`src/rtl/btn_conditioner_pkg.sv`:
```
// Shared constants for the direction-button conditioner: button bit positions,
// repeat-FSM state codes and a small sizing helper.
package btn_conditioner_pkg;

    localparam int BTN_U = 0;
    localparam int BTN_L = 1;
    localparam int BTN_D = 2;
    localparam int BTN_R = 3;

    localparam logic [1:0] IDLE   = 2'd0;
    localparam logic [1:0] DELAY  = 2'd1;
    localparam logic [1:0] REPEAT = 2'd2;

    function automatic int max_int(input int a, input int b);
        return (a > b) ? a : b;
    endfunction

endpackage

```
`src/rtl/btn_conditioner_debounce.sv`:
```
// One button: 2-flop synchronizer, stability-count debounce and edge pulses.
// The *_d_o outputs expose next-state values so the parent can act on the same edge.
module btn_conditioner_debounce #(
    parameter int DB_CYCLES = 1_000_000
) (
    input  logic clk_i,
    input  logic rst_ni,
    input  logic btn_i,
    output logic level_d_o,
    output logic press_d_o,
    output logic release_d_o,
    output logic level_o,
    output logic press_o,
    output logic release_o
);

    localparam int CW = $clog2(DB_CYCLES + 1);
    localparam logic [CW-1:0] CNT_LAST = CW'(DB_CYCLES - 1);

    logic          s1_q, s2_q;
    logic          level_q, level_d;
    logic          press_q, press_d;
    logic          release_q, release_d;
    logic [CW-1:0] cnt_q, cnt_d;

    // Count consecutive cycles of disagreement; any agreement restarts the count.
    always_comb begin
        cnt_d     = '0;
        level_d   = level_q;
        press_d   = 1'b0;
        release_d = 1'b0;
        if (s2_q == level_q) begin
            cnt_d = '0;
        end else if (cnt_q == CNT_LAST) begin
            level_d   = s2_q;
            press_d   = s2_q;
            release_d = ~s2_q;
            cnt_d     = '0;
        end else begin
            cnt_d = cnt_q + CW'(1);
        end
    end

    // Synchronizer, debounce state and registered pulses.
    always_ff @(posedge clk_i or negedge rst_ni) begin
        if (!rst_ni) begin
            s1_q      <= 1'b0;
            s2_q      <= 1'b0;
            level_q   <= 1'b0;
            press_q   <= 1'b0;
            release_q <= 1'b0;
            cnt_q     <= '0;
        end else begin
            s1_q      <= btn_i;
            s2_q      <= s1_q;
            level_q   <= level_d;
            press_q   <= press_d;
            release_q <= release_d;
            cnt_q     <= cnt_d;
        end
    end

    assign level_d_o   = level_d;
    assign press_d_o   = press_d;
    assign release_d_o = release_d;
    assign level_o     = level_q;
    assign press_o     = press_q;
    assign release_o   = release_q;

endmodule

```
`src/rtl/btn_conditioner.sv`:
```
// Direction-button conditioner: per-button debounce, auto-repeat FSM and
// opposite-pair masking producing one-cycle move strobes.
module btn_conditioner
    import btn_conditioner_pkg::*;
#(
    parameter int N_BTN         = 4,
    parameter int DB_CYCLES     = 1_000_000,
    parameter int REPEAT_DELAY  = 40_000_000,
    parameter int REPEAT_PERIOD = 10_000_000
) (
    input  logic             clk_100MHz,
    input  logic             reset,
    input  logic [N_BTN-1:0] btn_in,
    output logic [N_BTN-1:0] btn_level,
    output logic [N_BTN-1:0] btn_press,
    output logic [N_BTN-1:0] btn_release,
    output logic [N_BTN-1:0] move_pulse
);

    localparam int TW = $clog2(max_int(REPEAT_DELAY, REPEAT_PERIOD) + 1);
    localparam logic [TW-1:0] DLY_LAST = TW'(REPEAT_DELAY - 1);
    localparam logic [TW-1:0] PER_LAST = TW'(REPEAT_PERIOD - 1);

    logic [N_BTN-1:0] level_d_s, press_d_s, release_d_s;
    logic [N_BTN-1:0] raw_move_s, mask_s, move_d, move_q;
    logic [1:0]       state_q [N_BTN];
    logic [1:0]       state_d [N_BTN];
    logic [TW-1:0]    tmr_q   [N_BTN];
    logic [TW-1:0]    tmr_d   [N_BTN];

    for (genvar g = 0; g < N_BTN; g++) begin : g_btn
        btn_conditioner_debounce #(.DB_CYCLES(DB_CYCLES)) u_debounce (
            .clk_i       (clk_100MHz),
            .rst_ni      (reset),
            .btn_i       (btn_in[g]),
            .level_d_o   (level_d_s[g]),
            .press_d_o   (press_d_s[g]),
            .release_d_o (release_d_s[g]),
            .level_o     (btn_level[g]),
            .press_o     (btn_press[g]),
            .release_o   (btn_release[g])
        );
    end

    // Auto-repeat FSM per button; a release always wins over a coincident tick.
    always_comb begin
        for (int b = 0; b < N_BTN; b++) begin
            state_d[b]    = state_q[b];
            tmr_d[b]      = tmr_q[b];
            raw_move_s[b] = 1'b0;
            case (state_q[b])
                IDLE: begin
                    if (press_d_s[b]) begin
                        state_d[b]    = DELAY;
                        tmr_d[b]      = '0;
                        raw_move_s[b] = 1'b1;
                    end else begin
                        state_d[b] = IDLE;
                    end
                end
                DELAY: begin
                    if (release_d_s[b]) begin
                        state_d[b] = IDLE;
                        tmr_d[b]   = '0;
                    end else if (tmr_q[b] == DLY_LAST) begin
                        state_d[b]    = REPEAT;
                        tmr_d[b]      = '0;
                        raw_move_s[b] = 1'b1;
                    end else begin
                        tmr_d[b] = tmr_q[b] + TW'(1);
                    end
                end
                REPEAT: begin
                    if (release_d_s[b]) begin
                        state_d[b] = IDLE;
                        tmr_d[b]   = '0;
                    end else if (tmr_q[b] == PER_LAST) begin
                        tmr_d[b]      = '0;
                        raw_move_s[b] = 1'b1;
                    end else begin
                        tmr_d[b] = tmr_q[b] + TW'(1);
                    end
                end
                default: begin
                    state_d[b] = IDLE;
                    tmr_d[b]   = '0;
                end
            endcase
        end
    end

    // Opposite directions held together cancel; uses post-update levels.
    always_comb begin
        mask_s = '0;
        if (level_d_s[BTN_U] && level_d_s[BTN_D]) begin
            mask_s[BTN_U] = 1'b1;
            mask_s[BTN_D] = 1'b1;
        end else begin
            mask_s[BTN_U] = 1'b0;
            mask_s[BTN_D] = 1'b0;
        end
        if (level_d_s[BTN_L] && level_d_s[BTN_R]) begin
            mask_s[BTN_L] = 1'b1;
            mask_s[BTN_R] = 1'b1;
        end else begin
            mask_s[BTN_L] = 1'b0;
            mask_s[BTN_R] = 1'b0;
        end
        move_d = raw_move_s & ~mask_s;
    end

    // FSM state, repeat timers and registered move strobes.
    always_ff @(posedge clk_100MHz or negedge reset) begin
        if (!reset) begin
            for (int b = 0; b < N_BTN; b++) begin
                state_q[b] <= IDLE;
                tmr_q[b]   <= '0;
            end
            move_q <= '0;
        end else begin
            for (int b = 0; b < N_BTN; b++) begin
                state_q[b] <= state_d[b];
                tmr_q[b]   <= tmr_d[b];
            end
            move_q <= move_d;
        end
    end

    assign move_pulse = move_q;

endmodule

```
`config.mk`:
```
export PLATFORM = sky130hd
export DESIGN_NAME = btn_conditioner
export DESIGN_NICKNAME = d
export VERILOG_FILES = /design/src/rtl/btn_conditioner_pkg.sv /design/src/rtl/btn_conditioner_debounce.sv /design/src/rtl/btn_conditioner.sv
export SDC_FILE = /design/constraint.sdc
export NUM_CORES = 1
export LEC_CHECK = 0
export CORE_UTILIZATION = 49
export CTS_BUF_LIST = sky130_fd_sc_hd__clkbuf_8
export DETAILED_ROUTE_END_ITERATION = 6
export PLACE_DENSITY_LB_ADDON = 0.1
export SLEW_MARGIN = 25
export SYNTH_ARGS = -nofsm -noshare
export SYNTH_HDL_FRONTEND = slang
export SYNTH_SLANG_ARGS = --single-unit
```
`constraint.sdc`:
```
create_clock -name clk_100MHz -period 6.6 [get_ports clk_100MHz]
set_input_delay 0.99 -clock clk_100MHz [delete_from_list [all_inputs] [get_ports clk_100MHz]]
set_output_delay 0.99 -clock clk_100MHz [all_outputs]
set_load 0.005 [all_outputs]
```
==> results.cfg, run 1 <==
[sta]
tns_ns = 0
finalWorstSetupSlack_ns = 3.80
fin_crit_ns = 2.80
fin_crit_sh = 0.424
rsz0062_at_grt = no
drv_slew = 0
hold_viol_final = 0
hold_ws_ns = 0.347
tightest_slew_ns = 1.01
finClkSkew_ns = 0.0218
fmax_mhz = 357
setup_viol = 0
relSlewSlack = 0.328

[status]
status = finished, final reports clean

[layout]
multi_input_area_sq_um = 5990
diodes = 0
nNetsFinal = 1326
ff_latch_area_sq_um = 5410
area_growth_pct = 9.69
finalInstanceArea_sq_um = 13000
layout-drive-gt1-share = 0.0740
final_cells = 1644
n_fill_cell = 2232

[detailed_routing]
drtIter0Drc = 630
wire_per_inst_um = 15.6
post-route-drc-count = 0
first_pass_iters = 5
final_antenna_net_count = 0
via_count = 9476
routed_wl_um = 25700
viasPerCell = 5.76

[power]
powerDensity_nw_per_um2 = 202
vdd_drop_max_uv = 158
clock_power_share = 0.470
p_switching_mw = 0.599
p_int_mw = 2.02
combPwrFrac = 0.019
sequentialPowerShare = 0.511
switching_share = 0.228
total_leakage_power_nw = 5.33

[worst_setup_path]
worst-r2r-cell-count = 7
arrival_ns = 3.19
critPathMaxFanout = 17
required_ns = 6.99
critPathLaunchType = flip-flop
endpoint_kind = flip-flop
r2r_start = g_btn[0].u_debounce.cnt_q[0]$_DFF_PN0_
reg2reg_slack_ns = 3.80
criticalPathCategory = flip-flop to flip-flop
reg2reg_to = tmr_q[86]$_DFFE_PN0P_

[placed_design]
dp.cells = 1573
gp_congestion = 0.862
pre_cts_ws_ns = 3.86
hpwl_um = 17100
numPortBuffers = 21
place_area_sq_um = 12200

[logic_synthesis]
synthTopCellsByArea = dfrtp_1, nand3_1, nand2_1
avgSynthCellArea_sq_um = 9.23
syn-num-nets = 1311
synth_top_family_by_area = simple AND/OR/NAND/NOR gates
synth_compound_area_frac = 0.125
synth_edf_count = 0
muxShareOfSynthArea = 0.00804
synth-xor-area-share = 0.0519
synth_cells = 1281
yosysWarnings = 0
ys_types = 74
async_reset_ff_frac = 1.00
yosys_register_bits = 216
ys_top_cells_by_count = dfrtp_1, nand3_1, nand2_1
synth_top_area_share = 0.457
ys_seq_area_frac = 0.457
synthAdderAreaFrac = 0.0254
ys.flop_type = dfrtp_1
netlist_area_sq_um = 11800
synth_top_area_cell = dfrtp_1
synth-simple-area-share = 0.296
post-synth-top-count-cell = dfrtp_1

[floorplanning]
design.core.area_sq_um = 23500
io_pins = 22
die_area_sq_um = 24800
num_rows = 56
die_h_um = 157
die_w_um = 157
start_util = 0.502

[clock_network]
post_cts_buffers = 0
cts_buffers = 40
clkLatencyLatePin_ns = 0.53
holdBufCountCts = 0
cts_tree = yes
post_cts_resized = 0
cts-root-buf = clkbuf_8
clock_path_buffers = 3
clk_transition_reported_paths_ns = 0.05
h-tree-depth = 2
numClockSinks = 216

[worst_hold_path]
hold_class = flip-flop to flip-flop
min-delay-start = g_btn[1].u_debounce.s1_q$_DFF_PN0_
min_path_cells = 0
holdPathEnd = g_btn[1].u_debounce.s2_q$_DFF_PN0_

[global_routing]
grt_antenna_before_repair = 0
grt_usage = 0.218
grt_pass1_vias = 9174
overflow = 0
grt_max_degree = 92
grt_pass1_wl_um = 44400

[run]
max_cap_viol_count = 0
==> stage by stage <==
step	utilization	total power, mW
final	0.551	2.62
after global routing	0.551	2.74
after CTS	0.551	2.67
after detailed placement	0.517	1.42
after global placement	0.517	1.42
after floorplan	-	1.38
==> metal layers <==
metal	wire length, um	part of all wire	track usage	vias up
met5	0	0	0	-
met4	529	0.021	0.0707	0
met3	960	0.037	0.0350	52
met2	11800	0.46	0.353	149
met1	12400	0.48	0.298	4564
li1	-	-	-	4711
==> registers in the layout, indices dropped and copies added, names as in the netlist <==
| signal | cells |
|---|---|
| g_btn.u_debounce.release_o | 4 |
| g_btn.u_debounce.level_o | 4 |
| g_btn.u_debounce.s2_q | 4 |
| g_btn.u_debounce.s1_q | 4 |
| state_q | 8 |
| g_btn.u_debounce.press_o | 4 |
| g_btn.u_debounce.cnt_q | 80 |
| move_pulse | 4 |
| tmr_q | 104 |
==> power by group through the flow <==
stage	registers [mW]	logic, mW	clock network, mW
after CTS	1.34	0.0533	1.28
after floorplan	1.36	0.0164	0
final	1.34	0.0498	1.23
after detailed placement	1.36	0.0530	0
after global routing	1.34	0.0602	1.34
after global placement	1.36	0.0528	0
==> critical path, cell delays in order, from the launching register on <==
cell	delay (ns)
dfrtp_1	0.39
ha_1	0.24
and2_1	0.16
nand4b_1	0.23
o31a_1	0.25
o21a_1	0.61
nand2_2	0.36
o311ai_0	0.42
==> worst max path at each step <==
stage / from / to / slack, ns / cells past startpoint
2_1_floorplan: tmr_q[85]$_DFFE_PN0P_ / tmr_q[97]$_DFFE_PN0P_ / 4.39 / 9
3_3_place_gp: g_btn[0].u_debounce.cnt_q[0]$_DFF_PN0_ / tmr_q[87]$_DFFE_PN0P_ / 3.96 / 7
3_5_place_dp: g_btn[0].u_debounce.cnt_q[0]$_DFF_PN0_ / tmr_q[86]$_DFFE_PN0P_ / 3.86 / 7
4_1_cts: g_btn[0].u_debounce.cnt_q[0]$_DFF_PN0_ / tmr_q[86]$_DFFE_PN0P_ / 3.83 / 7
5_1_grt: g_btn[0].u_debounce.cnt_q[0]$_DFF_PN0_ / tmr_q[86]$_DFFE_PN0P_ / 3.61 / 7
6_report: g_btn[0].u_debounce.cnt_q[0]$_DFF_PN0_ / tmr_q[86]$_DFFE_PN0P_ / 3.80 / 7
==> area by class of cell <==
cell class	count	area share
Clock inverter	21	0.00714
Tap cell	319	0.0308
Timing Repair Buffer	26	0.0195
Clock buffer	50	0.0531
Sequential cell	216	0.417
Inverter	37	0.0107
Multi-Input combinational cell	975	0.462
==> cell usage in the layout (no fill, tap or decap), drive strengths merged, types with 5 or more instances in the layout <==
master | netlist | final
dfrtp | 216 | 216
nand2 | 146 | 146
nand3 | 145 | 145
nor2 | 120 | 120
inv | 37 | 51
clkbuf | 28 | 50
o21ai | 48 | 48
nand4 | 45 | 45
xnor2 | 42 | 42
o311ai | 42 | 42
and3 | 41 | 41
a21oi | 29 | 29
xor2 | 28 | 28
or3 | 26 | 26
ha | 24 | 24
and2 | 23 | 23
nor3 | 23 | 23
nor4 | 23 | 23
clkdlybuf4s50 | 0 | 20
o31ai | 15 | 15
and4 | 14 | 14
a31oi | 13 | 13
a21o | 12 | 12
nor2b | 11 | 11
nor4b | 10 | 10
nand2b | 9 | 9
or2 | 9 | 9
nor3b | 6 | 6
a211oi | 6 | 6
buf | 25 | 6
mux2i | 5 | 5
a22o | 5 | 5
clkinv | 0 | 5
==> logic make-up after synthesis <==
| logic type | count (synthesis) |
|---|---|
| compound gates | 204 |
| mux | 9 |
| xor+xnor | 70 |
| simple gates | 668 |
| fa+ha+maj | 24 |
| buf+inv | 90 |
| flops | 216 |
(Power assumes the default switching activity.)
==> run 2: changes to the inputs <==
==> constraint.sdc (replaced) <==
create_clock -name clk_100MHz -period 2.6 [get_ports clk_100MHz]
set_input_delay 0.39 -clock clk_100MHz [delete_from_list [all_inputs] [get_ports clk_100MHz]]
set_output_delay 0.39 -clock clk_100MHz [all_outputs]
set_load 0.005 [all_outputs]
==> run 2 against run 1 <==
  * Sequential share of layout area is 1.4 points lower
  * Utilization grew 1.9 points
  * Via count grew 2.0%
  * Clock power rose to 2.8 times the previous value
  * Register-to-register slack lost 3.6 ns
  * Worst setup slack got worse by 3.6 ns
  * Critical path depth decreased by 1
  * Clock-buffer cell count unchanged
  * Hold slack got worse by 0.045 ns
  * Combinational power increased to 2.9 times the previous value
  * Final cell count increased by 2.7%
  * Flip-flop and latch count unchanged
  * Critical endpoint is now tmr_q[32]$_DFFE_PN0P_
  * Largest cell class unchanged
  * Highest routed layer unchanged
==> results.cfg, run 2 (same netlist as run 1, synthesis figures left out) <==
[status]
status = finished, final reports clean

[sta]
finClkSkew_ns = 0.0204
setup_viol = 0
fin_crit_ns = 2.42
fmax_mhz = 413
drv_slew = 0
relSlewSlack = 0.453
tightest_slew_ns = 0.821
tns_ns = 0
rsz0062_at_grt = no
fin_crit_sh = 0.932
hold_viol_final = 0

[worst_hold_path]
hold_class = input pin to flip-flop

[power]
total_leakage_power_nw = 5.59
vdd_drop_max_uv = 309
power.total_mw = 7.00
powerDensity_nw_per_um2 = 522

[global_routing]
grt_max_degree = 64
grt_antenna_before_repair = 0
overflow = 0
grt_usage = 0.226
grt_pass1_wl_um = 45700
grt_pass1_vias = 9317

[clock_network]
numClockSinks = 216
clk_transition_reported_paths_ns = 0.07
clock_path_buffers = 3
cts_buffers = 39
cts_tree = yes
cts-root-buf = clkbuf_8
h-tree-depth = 2
clkLatencyLatePin_ns = 0.53

[layout]
largest-register = tmr_q
largest_reg_flops = 104
n_fill_cell = 2201
mostFrequentLayoutCells = dfrtp_1, nand3_1, nand2_1
utilization = 0.570
diodes = 0
area_growth_pct = 13.5
largestRegisters = tmr_q: 104 flops, g_btn.u_debounce.cnt_q: 80 flops, state_q: 8 flops
nNetsFinal = 1370
final_common_cell = dfrtp_1
layout-drive-gt1-share = 0.105

[floorplanning]
die_w_um = 157
start_util = 0.502
num_rows = 56
die_h_um = 157
io_pins = 22
die_area_sq_um = 24800
design.core.area_sq_um = 23500

[worst_setup_path]
criticalPathCategory = flip-flop to flip-flop
critPathLaunchType = flip-flop
critPathMaxFanout = 8
required_ns = 3.07
arrival_ns = 2.90
endpoint_kind = flip-flop

[detailed_routing]
routed_wl_um = 26600
final_antenna_net_count = 0
wire_per_inst_um = 15.8
first_pass_iters = 4
via_count = 9670
post-route-drc-count = 0
drtIter0Drc = 521
viasPerCell = 5.73

[placed_design]
hpwl_um = 18500
numPortBuffers = 21
gp_congestion = 0.832

[run]
max_cap_viol_count = 0
## run 2: changes by cell type in the layout (fill, tap and decap cells not counted), sizes merged
cell and change:
buf +44, clkinvlp -2, clkinv +3, dlygate4sd3 +1
bufinv +3, inv -4
## run 2: final timing paths
kind | startpoint | end | slack (ns) | cells past startpoint
worst max-delay path | g_btn[2].u_debounce.cnt_q[10]$_DFF_PN0_ | tmr_q[32]$_DFFE_PN0P_ | 0.18 | 6
worst min-delay path | btn_in[3] | g_btn[3].u_debounce.s1_q$_DFF_PN0_ | 0.30 | 1
worst max register to register | g_btn[2].u_debounce.cnt_q[10]$_DFF_PN0_ | tmr_q[32]$_DFFE_PN0P_ | 0.18 | 6
worst min register to register | g_btn[1].u_debounce.s1_q$_DFF_PN0_ | g_btn[1].u_debounce.s2_q$_DFF_PN0_ | 0.35 | 0
max in group asynchronous | reset | tmr_q[55]$_DFFE_PN0P_ | 1.47 | 3
min in group asynchronous | reset | tmr_q[46]$_DFFE_PN0P_ | 0.41 | 2
## run 2: worst max-delay path: stages, from the launching register on
cell and delay, ns:
dfrtp_1 0.40, nor4_1 0.34, nand4_1 0.30, o31a_1 0.49, or4_1 0.50, a211oi_1 0.22, a21o_1 0.11
## run 2: routing by layer
metal,vias to the layer above,GRT usage,part of all wire
li1,4814,-,-
met5,-,0,0
met1,4666,0.320,0.49
met2,158,0.360,0.46
met4,0,0.0633,0.016
met3,32,0.0330,0.036
## run 2: layout make-up
type	count	area, sq um	area share
Clock buffer	50	688	0.0513
Inverter	37	139	0.0103
Multi-Input combinational cell	975	5990	0.446
Tap cell	319	399	0.0297
Timing Repair Buffer	71	631	0.0470
Sequential cell	216	5410	0.403
Clock inverter	21	168	0.0125
## run 2: repair_timing
action | in CTS | in global routing
setup endpoints to repair | 0 | 2
gates resized for setup | 0 | 1
buffers inserted | 0 | 0
hold endpoints to repair | 59 | 0
hold buffers | 1 | 0
## run 2: through the flow
stage	setup WS (ns)	instances	hold slack (ns)	instance area (sq um)
after floorplan	0.388	1281	0.0944	11800
after global placement	0.174	1617	0.331	12500
after detailed placement	0.151	1617	0.336	12500
after CTS	0.137	1689	0.272	13400
after global routing	0.00731	1689	0.285	13400
final	0.176	1689	0.302	13400
## run 2: where the power goes
part	switching, mW	total [mW]	internal [mW]	leakage (nW)
clock	1.43	3.45	2.03	0.486
sequential	0.0172	3.40	3.38	2.99
combinational	0.105	0.145	0.0399	2.12
==> run 3: changes to the inputs <==
--- a/config.mk
+++ b/config.mk
@@ -9,7 +9,7 @@
 export CTS_BUF_LIST = sky130_fd_sc_hd__clkbuf_8
 export DETAILED_ROUTE_END_ITERATION = 6
 export PLACE_DENSITY_LB_ADDON = 0.1
-export SLEW_MARGIN = 25
+export SLEW_MARGIN = 0
 export SYNTH_ARGS = -nofsm -noshare
 export SYNTH_HDL_FRONTEND = slang
 export SYNTH_SLANG_ARGS = --single-unit
==> results of run 3 <==
Same layout as run 2: the final DEF is identical, and so are final timing and power.
